--- src/rtl/hazard_ctrl_if.sv ---
// rtl/hazard_ctrl_if.sv - pipeline-side bundle for the hazard and stall sequencer
interface hazard_ctrl_if #(
    parameter int REG_W = 5,
    parameter int CNT_W = 16
);
    logic [REG_W-1:0] IFID_rs;
    logic [REG_W-1:0] IFID_rt;
    logic             IFID_useRt;
    logic             IFID_isMDU;
    logic             IDEX_MemRead;
    logic [REG_W-1:0] IDEX_rt;
    logic             Branch_taken;
    logic             Jump;
    logic             MDU_start;
    logic             PCWr;
    logic             IFIDWr;
    logic             rstIFID;
    logic             IDEX_bubble;
    logic             mdu_busy;
    logic [CNT_W-1:0] stall_cnt;

    modport master (
        output IFID_rs, IFID_rt, IFID_useRt, IFID_isMDU,
        output IDEX_MemRead, IDEX_rt, Branch_taken, Jump, MDU_start,
        input  PCWr, IFIDWr, rstIFID, IDEX_bubble, mdu_busy, stall_cnt
    );

    modport slave (
        input  IFID_rs, IFID_rt, IFID_useRt, IFID_isMDU,
        input  IDEX_MemRead, IDEX_rt, Branch_taken, Jump, MDU_start,
        output PCWr, IFIDWr, rstIFID, IDEX_bubble, mdu_busy, stall_cnt
    );
endinterface

--- src/rtl/hazard_ctrl.sv ---
// rtl/hazard_ctrl.sv - load-use / branch flush / MDU-busy stall sequencer
module hazard_ctrl #(
    parameter int REG_W   = 5,
    parameter int MDU_LAT = 32,
    parameter int CNT_W   = 16
) (
    input  logic         clk,
    input  logic         rst,
    hazard_ctrl_if.slave bus
);
    localparam int CW = (MDU_LAT > 1) ? $clog2(MDU_LAT) : 1;
    localparam logic [0:0] IDLE = 1'b0;
    localparam logic [0:0] BUSY = 1'b1;

    logic [0:0]       r_state;
    logic [CW-1:0]    r_cnt;
    logic [CNT_W-1:0] r_stall_cnt;

    logic w_lu;
    logic w_mh;
    logic w_stall;
    logic w_flush;
    logic w_pcwr;
    logic w_ifidwr;
    logic w_rstifid;
    logic w_bubble;

    assign w_lu = bus.IDEX_MemRead && (bus.IDEX_rt != '0) &&
                  ((bus.IDEX_rt == bus.IFID_rs) ||
                   (bus.IFID_useRt && (bus.IDEX_rt == bus.IFID_rt)));
    assign w_mh    = (r_state == BUSY) && bus.IFID_isMDU;
    assign w_stall = w_lu || w_mh;
    assign w_flush = bus.Branch_taken || bus.Jump;

    // Stall wins over flush: ID operands cannot be trusted while stalled.
    always_comb begin
        w_pcwr    = 1'b1;
        w_ifidwr  = 1'b1;
        w_rstifid = 1'b0;
        w_bubble  = 1'b0;
        if (rst) begin
            w_pcwr    = 1'b0;
            w_ifidwr  = 1'b0;
            w_rstifid = 1'b1;
            w_bubble  = 1'b1;
        end else if (w_stall) begin
            w_pcwr    = 1'b0;
            w_ifidwr  = 1'b0;
            w_bubble  = 1'b1;
        end else if (w_flush) begin
            w_rstifid = 1'b1;
        end
    end

    always_ff @(posedge clk) begin
        if (rst) begin
            r_state <= IDLE;
            r_cnt   <= '0;
        end else if (r_state == IDLE) begin
            if (bus.MDU_start) begin
                r_state <= BUSY;
                r_cnt   <= CW'(MDU_LAT - 1);
            end
        end else begin
            // MDU_start while BUSY is deliberately ignored.
            if (r_cnt == '0) begin
                r_state <= IDLE;
            end else begin
                r_cnt <= r_cnt - 1'b1;
            end
        end
    end

    always_ff @(posedge clk) begin
        if (rst) begin
            r_stall_cnt <= '0;
        end else if (!w_pcwr && (r_stall_cnt != {CNT_W{1'b1}})) begin
            r_stall_cnt <= r_stall_cnt + 1'b1;
        end
    end

    assign bus.PCWr        = w_pcwr;
    assign bus.IFIDWr      = w_ifidwr;
    assign bus.rstIFID     = w_rstifid;
    assign bus.IDEX_bubble = w_bubble;
    assign bus.mdu_busy    = (r_state == BUSY);
    assign bus.stall_cnt   = r_stall_cnt;
endmodule

--- src/flat_wrapper.sv ---
// flat-port wrapper written by rule: the top's interface ports become plain ports
module hazard_ctrl_flat 
#(
    parameter int REG_W   = 5,
    parameter int MDU_LAT = 32,
    parameter int CNT_W   = 16
)
  (clk, rst, bus_IFID_rs, bus_IFID_rt, bus_IFID_useRt, bus_IFID_isMDU, bus_IDEX_MemRead, bus_IDEX_rt, bus_Branch_taken, bus_Jump, bus_MDU_start, bus_PCWr, bus_IFIDWr, bus_rstIFID, bus_IDEX_bubble, bus_mdu_busy, bus_stall_cnt);
  hazard_ctrl_if #(.REG_W(REG_W), .CNT_W(CNT_W)) bus_i ();
  input  logic clk;
  input  logic rst;
  input wire logic [$bits(bus_i.IFID_rs)-1:0] bus_IFID_rs;
  input wire logic [$bits(bus_i.IFID_rt)-1:0] bus_IFID_rt;
  input wire logic [$bits(bus_i.IFID_useRt)-1:0] bus_IFID_useRt;
  input wire logic [$bits(bus_i.IFID_isMDU)-1:0] bus_IFID_isMDU;
  input wire logic [$bits(bus_i.IDEX_MemRead)-1:0] bus_IDEX_MemRead;
  input wire logic [$bits(bus_i.IDEX_rt)-1:0] bus_IDEX_rt;
  input wire logic [$bits(bus_i.Branch_taken)-1:0] bus_Branch_taken;
  input wire logic [$bits(bus_i.Jump)-1:0] bus_Jump;
  input wire logic [$bits(bus_i.MDU_start)-1:0] bus_MDU_start;
  output wire logic [$bits(bus_i.PCWr)-1:0] bus_PCWr;
  output wire logic [$bits(bus_i.IFIDWr)-1:0] bus_IFIDWr;
  output wire logic [$bits(bus_i.rstIFID)-1:0] bus_rstIFID;
  output wire logic [$bits(bus_i.IDEX_bubble)-1:0] bus_IDEX_bubble;
  output wire logic [$bits(bus_i.mdu_busy)-1:0] bus_mdu_busy;
  output wire logic [$bits(bus_i.stall_cnt)-1:0] bus_stall_cnt;
  assign bus_i.IFID_rs = bus_IFID_rs;
  assign bus_i.IFID_rt = bus_IFID_rt;
  assign bus_i.IFID_useRt = bus_IFID_useRt;
  assign bus_i.IFID_isMDU = bus_IFID_isMDU;
  assign bus_i.IDEX_MemRead = bus_IDEX_MemRead;
  assign bus_i.IDEX_rt = bus_IDEX_rt;
  assign bus_i.Branch_taken = bus_Branch_taken;
  assign bus_i.Jump = bus_Jump;
  assign bus_i.MDU_start = bus_MDU_start;
  assign bus_PCWr = bus_i.PCWr;
  assign bus_IFIDWr = bus_i.IFIDWr;
  assign bus_rstIFID = bus_i.rstIFID;
  assign bus_IDEX_bubble = bus_i.IDEX_bubble;
  assign bus_mdu_busy = bus_i.mdu_busy;
  assign bus_stall_cnt = bus_i.stall_cnt;
  hazard_ctrl #(.REG_W(REG_W), .MDU_LAT(MDU_LAT), .CNT_W(CNT_W)) u_core (.clk(clk), .rst(rst), .bus(bus_i));
endmodule
--- config.mk ---
export PLATFORM = sky130hd
export DESIGN_NAME = hazard_ctrl_flat
export DESIGN_NICKNAME = d
export VERILOG_FILES = /design/src/rtl/hazard_ctrl_if.sv /design/src/rtl/hazard_ctrl.sv /design/src/flat_wrapper.sv
export SDC_FILE = /design/constraint.sdc
export NUM_CORES = 1
export LEC_CHECK = 0
export CAP_MARGIN = 10
export CORE_ASPECT_RATIO = 1.75
export CORE_MARGIN = 3
export CORE_UTILIZATION = 48
export DETAILED_ROUTE_END_ITERATION = 6
export PLACE_DENSITY = 0.84
export SLEW_MARGIN = 5
export SYNTH_ARGS = -nofsm -noshare
export SYNTH_HDL_FRONTEND = slang
export SYNTH_SLANG_ARGS = --single-unit
--- constraint.sdc ---
create_clock -name clk -period 4.29 [get_ports clk]
set_clock_uncertainty 0.05 [all_clocks]
set_input_delay 0.858 -clock clk [delete_from_list [all_inputs] [get_ports clk]]
set_output_delay 0.858 -clock clk [all_outputs]
set_load 0.005 [all_outputs]
# After elaboration in Yosys (flattened, before gate mapping)

Index checks and enable logic that the tools add are counted.
Widths: inputs -> output; s select.

Register bits after elaboration: 22
Bits of input ports: 23
Output and inout port bits: 21
Word-level logic and storage cells: 35

$add $sub $neg: 2
Eq/ne operators: 4
Muxes and demuxes: 13
Reductions and logical operators: 13

Operators by type and width:

| kind                  | number |
|---|---|
| $add 16x1->16 const B | 1 |
| $ne 16x16->1 const B  | 1 |
| $mux 5                | 3 |
| $eq 5x5->1            | 2 |
| $mux 1                | 10 |
| $logic_and 1x1->1     | 5 |
| $logic_not 5->1       | 1 |
| $reduce_bool 5->1     | 1 |
| $sub 5x1->5 const B   | 1 |
| $logic_or 1x1->1      | 3 |
| $ne 2x2->1 const B    | 1 |
| $reduce_and 2->1      | 1 |
| $reduce_bool 2->1     | 1 |
| $logic_not 1->1       | 1 |

# Depth between registers and ports, before layout

Word-level depth: 9
Gate-level depth with buffers: 7
Mapped depth without buffers: 7

# Worst setup path before layout

OpenSTA, ideal clock, no wires.

Kind: input -> output
Start point: input bus_IDEX_rt[0]
End point: output bus_PCWr
Data arrival time: 2217 ps
Data required time: 3382 ps
Setup slack: 1165 ps
Cell stages on the path: 6
Buffers on the path: 1
Path through: or4_1 > o21ai_2 > o21ai_1 > or2_2 > inv_1 > buf_4

Longest elaborated chain between the ends: 7
Elaborated cells between the ends (all ways): 10
Those cells by class: eq/ne: 2; mux: 2; reduce/logical: 6

Ends and longest elaborated chain:

| item                   | line               | text |
|---|---|---|
| start: declaration     | flat_wrapper.sv:17 | `input wire logic [$bits(bus_i.IDEX_rt)-1:0] bus_IDEX_rt;` |
| $eq 5x5->1             | hazard_ctrl.sv:30  | `(bus.IFID_useRt && (bus.IDEX_rt == bus.IFID_rt)));` |
| $logic_and 1x1->1      | hazard_ctrl.sv:30  |  |
| $logic_or 1x1->1       | hazard_ctrl.sv:29  | `((bus.IDEX_rt == bus.IFID_rs) \|\|` |
| $logic_and 1x1->1 *    | hazard_ctrl.sv:28  | `assign w_lu = bus.IDEX_MemRead && (bus.IDEX_rt != '0) &&` |
| $logic_or 1x1->1 *     | hazard_ctrl.sv:32  | `assign w_stall = w_lu \|\| w_mh;` |
| $mux 1 * (2 in series) | n/a                |  |
| end: declaration       | flat_wrapper.sv:21 | `output wire logic [$bits(bus_i.PCWr)-1:0] bus_PCWr;` |

Mark *: on every way between the ends. The rest lies on a longest branch, timed or not.

# Worst setup path after layout

Start point: input bus_IDEX_rt[0]
End point: output bus_PCWr

Longest elaborated chain between the ends: 7
Elaborated cells between the ends (all ways): 10
Those cells by class: eq/ne: 2; mux: 2; reduce/logical: 6

Ends and longest elaborated chain:

| item                | line              | text |
|---|---|---|
| $eq 5x5->1          | hazard_ctrl.sv:30 |  |
| $logic_and 1x1->1   | hazard_ctrl.sv:30 |  |
| $logic_or 1x1->1    | hazard_ctrl.sv:29 |  |
| $logic_and 1x1->1 * | hazard_ctrl.sv:28 |  |
| $logic_or 1x1->1 *  | hazard_ctrl.sv:32 |  |
| $mux 1 *            | hazard_ctrl.sv:46 | `end else if (w_stall) begin` |
| $mux 1 *            | hazard_ctrl.sv:41 | `if (rst) begin` |

Marks and branches as above.

==> impl_results.md <==
* Pre-Repair DR Iteration Count at 4
* Slew Limit Fails at 0
* Tightest Pin Transition at 0.3680 ns
* DIE WIDTH at 45.49 um
* Top_reg_cell synth: dfxtp_1
* Final Hold Vio Count at 0
* H-tree lvl count at 1
* Cells after Synth at 144
* Max IR drop VDD at 0.2184 mV
* Setup Buffers After CTS at 0
* Final wirelength at 3337 um
* CP Data Arrival Time at 3.07 ns
* Flop2flop setup slack at 2.24 ns
* Clock Root Buffer: clkbuf_8
* Starting Density at 51.32%
* Min-delay src: u_core.r_cnt[0]$_SDFFE_PP0P_
* Max frequency at 251.1 MHz
* CP Launch Type: input port
* PostCTS Resize Cnt at 0
* Area Growth Syn to Fin at 38.87%
* Via density at 5.861
* Seq. cell area at 440.4 um^2
* Switching power total at 0.0001144 W
* Post-DR wirelength/cell at 15.45 um
* Sequential fraction of the synthesis area at 33.62%
* CP startpoint: bus_IDEX_rt[0]
* Average size of a mapped cell at 9.097 um^2
* Final Cell Area at 0.001819 mm^2
* CP Class: input port to primary output
* Nets at 217
* Setup ws final at 0.3080 ns
* Std cell rows at 24
* IO buf count at 43
* Drc violations at 0
* Comb pwr share at 20.8%
* # clock sinks at 22
* Initial antenna violation count at 0
* Period utilization at 92.82%
* Yosys cell types at 47
* Tmin final at 3.982 ns
* Vias in the first global route at 1,270
* Worst setup EP type: primary output
* CTS tree: built
* Largest net degree at the start of global routing at 24
* First-pass GRT wire length at 5382 um
* Final HPWL DP at 2572 um
* Multi-input logic area at 830.8 um^2
* Worst slew margin relative to its limit at 75.12%
* Synth warnings at 0
* Pre-CTS setup slack at 0.3099 ns
* First DRT Iteration DRCs at 51
* GR Util All Layers at 20.67%
* GP Congestion at 0.7708
* RR Endpoint: u_core.bus.stall_cnt[15]$_SDFFE_PP0P_
* Max clock buf depth at 2
* Cell Area, Synth at 0.001310 mm^2
* Mapped Nets at 170
* MaxCap Viol Count at 0
* Core box area at 0.002552 mm^2
* Top Ports at 44
* Pleak at 0.6668 nW
* End of the critical path: bus_PCWr
* Die area at 0.003417 mm^2
* Net Sw Frac at 24.86%
* Final TNS setup at 0 ns
* Clock power frac at 31.6%
* Share of layout cells above drive strength 1 at 10.53%
* Worst Hold Class: register to register
* Reg2reg start: u_core.bus.stall_cnt[0]$_SDFFE_PP0P_
* Clk_lat worst skew at 0.25 ns
* Post-synth ARST share at 0%
* EDFF count, synth at 0
* Synth Register Bits at 22
* Worst-path clk slew at 0.08 ns
* Sequential Power Share at 47.6%
* Vias at 1,266
* Internal at 0.0003457 W
* Placed cell areas at 0.001764 mm^2
* Util after Layout at 71.27%
* N_diodes at 0
* Endpoint required time on the critical path at 3.38 ns
* Die Y at 75.11 um
* RSZ-0062 raised after global routing: no
* Worst-path fanout max at 3
* Fill cells at 205
* Pwr/cell area at 252.9 mW/mm^2
* Outcome: completed
* Post-CTS Hold Fix Bufs at 0
* CTS buffer count at 3
* Final setup viols at 0
* Grt total ovfl at 0
* R2r worst-path depth at 6
* Post-route ant nets at 0
[registers in the layout, indices dropped and copies added (netlist names)]
register,count
u_core.bus.mdu_busy,1
u_core.bus.stall_cnt,16
u_core.r_cnt,5
[placed cells by master, fill, tap and decap left out, types with 3 or more instances in the layout]
cell             instances
nor2_1                  11
dfxtp_1                 22
a21oi_1                 12
clkdlybuf4s50_1         43
or3_1                    5
xor2_1                  15
or4_1                    4
inv_1                    4
ha_1                     3
and3_1                   5
nand2_1                  4
clkbuf_8                 4
and3_4                   3
o21ai_0                  6
nor3_1                   3
nand3_1                  8
[power by group through the flow]
stage	sequential [W]	combinational, W	clock [W]
final	0.000219	0.0000957	0.000145
after global routing	0.000220	0.000105	0.000156
after CTS	0.000219	0.0000969	0.000147
after detailed placement	0.000224	0.0000964	0
after global placement	0.000224	0.0000935	0
after floorplan	0.000222	0.0000528	0
[layer usage]
| metal | global-route usage, % | up-vias | share of wire [%] |
|---|---|---|---|
| li1 | - | 619 | - |
| met1 | 22.17 | 599 | 37 |
| met2 | 38.26 | 38 | 57 |
| met3 | 4.067 | 10 | 3.7 |
| met4 | 7.166 | 0 | 2.6 |
| met5 | 0 | - | 0 |
[through the flow]
stage                     cells  total power [W]  hold slack, ns
after CTS                   216        0.0004636          0.4372
after floorplan             144        0.0002752          0.3867
after detailed placement    212        0.0003206          0.4263
final                       216        0.0004601          0.4334
after global placement      212        0.0003171          0.4098
after global routing        216        0.0004803          0.4669
[kinds of logic after synthesis]
logic type      share of synthesized area (%)
simple gates                            31.52
compound gates                          17.57
flops                                   33.62
xor+xnor                                10.70
buf+inv                                 2.960
fa+ha+maj                               2.866
mux                                    0.7641
[critical path, stage by stage]
cell,delay [ns]
clkdlybuf4s50_1,0.46
or4_1,0.55
o21ai_2,0.20
o21ai_1,0.12
or2_2,0.29
inv_1,0.08
clkdlybuf4s50_1,0.51
[how the worst min path moves through the flow]
stage | endpoint | slack (ns) | depth (start not counted)
final | u_core.r_cnt[0]$_SDFFE_PP0P_ | 0.43 | 1
after detailed placement | u_core.r_cnt[0]$_SDFFE_PP0P_ | 0.43 | 1
after floorplan | u_core.r_cnt[0]$_SDFFE_PP0P_ | 0.39 | 1
after global routing | u_core.r_cnt[0]$_SDFFE_PP0P_ | 0.47 | 1
after CTS | u_core.r_cnt[0]$_SDFFE_PP0P_ | 0.44 | 1
after global placement | u_core.r_cnt[0]$_SDFFE_PP0P_ | 0.41 | 1
[cells in the mapped netlist (all sizes together), types with 2 or more instances]
master / n / share of area (%)
a211oi: 2 / 1.1
a21oi: 12 / 4.6
and2: 4 / 2.1
and3: 9 / 5.5
and4: 2 / 1.3
dfxtp: 22 / 34
ha: 3 / 2.9
inv: 4 / 1.1
nand2: 5 / 2.0
nand2b: 2 / 0.95
nand3: 9 / 4.4
nor2: 11 / 3.2
nor2b: 2 / 0.95
nor3: 3 / 1.1
o21ai: 8 / 3.3
o31ai: 2 / 1.1
or3: 5 / 2.4
or4: 4 / 2.3
xor2: 15 / 10
[cell type report]
| type | instances | area share [%] |
|---|---|---|
| Sequential cell | 22 | 24.21 |
| Timing Repair Buffer | 45 | 24.48 |
| Inverter | 4 | 0.8253 |
| Clock buffer | 4 | 3.026 |
| Tap cell | 26 | 1.788 |
| Multi-Input combinational cell | 115 | 45.67 |
No activity file was read; power rests on OpenSTA's default activity.
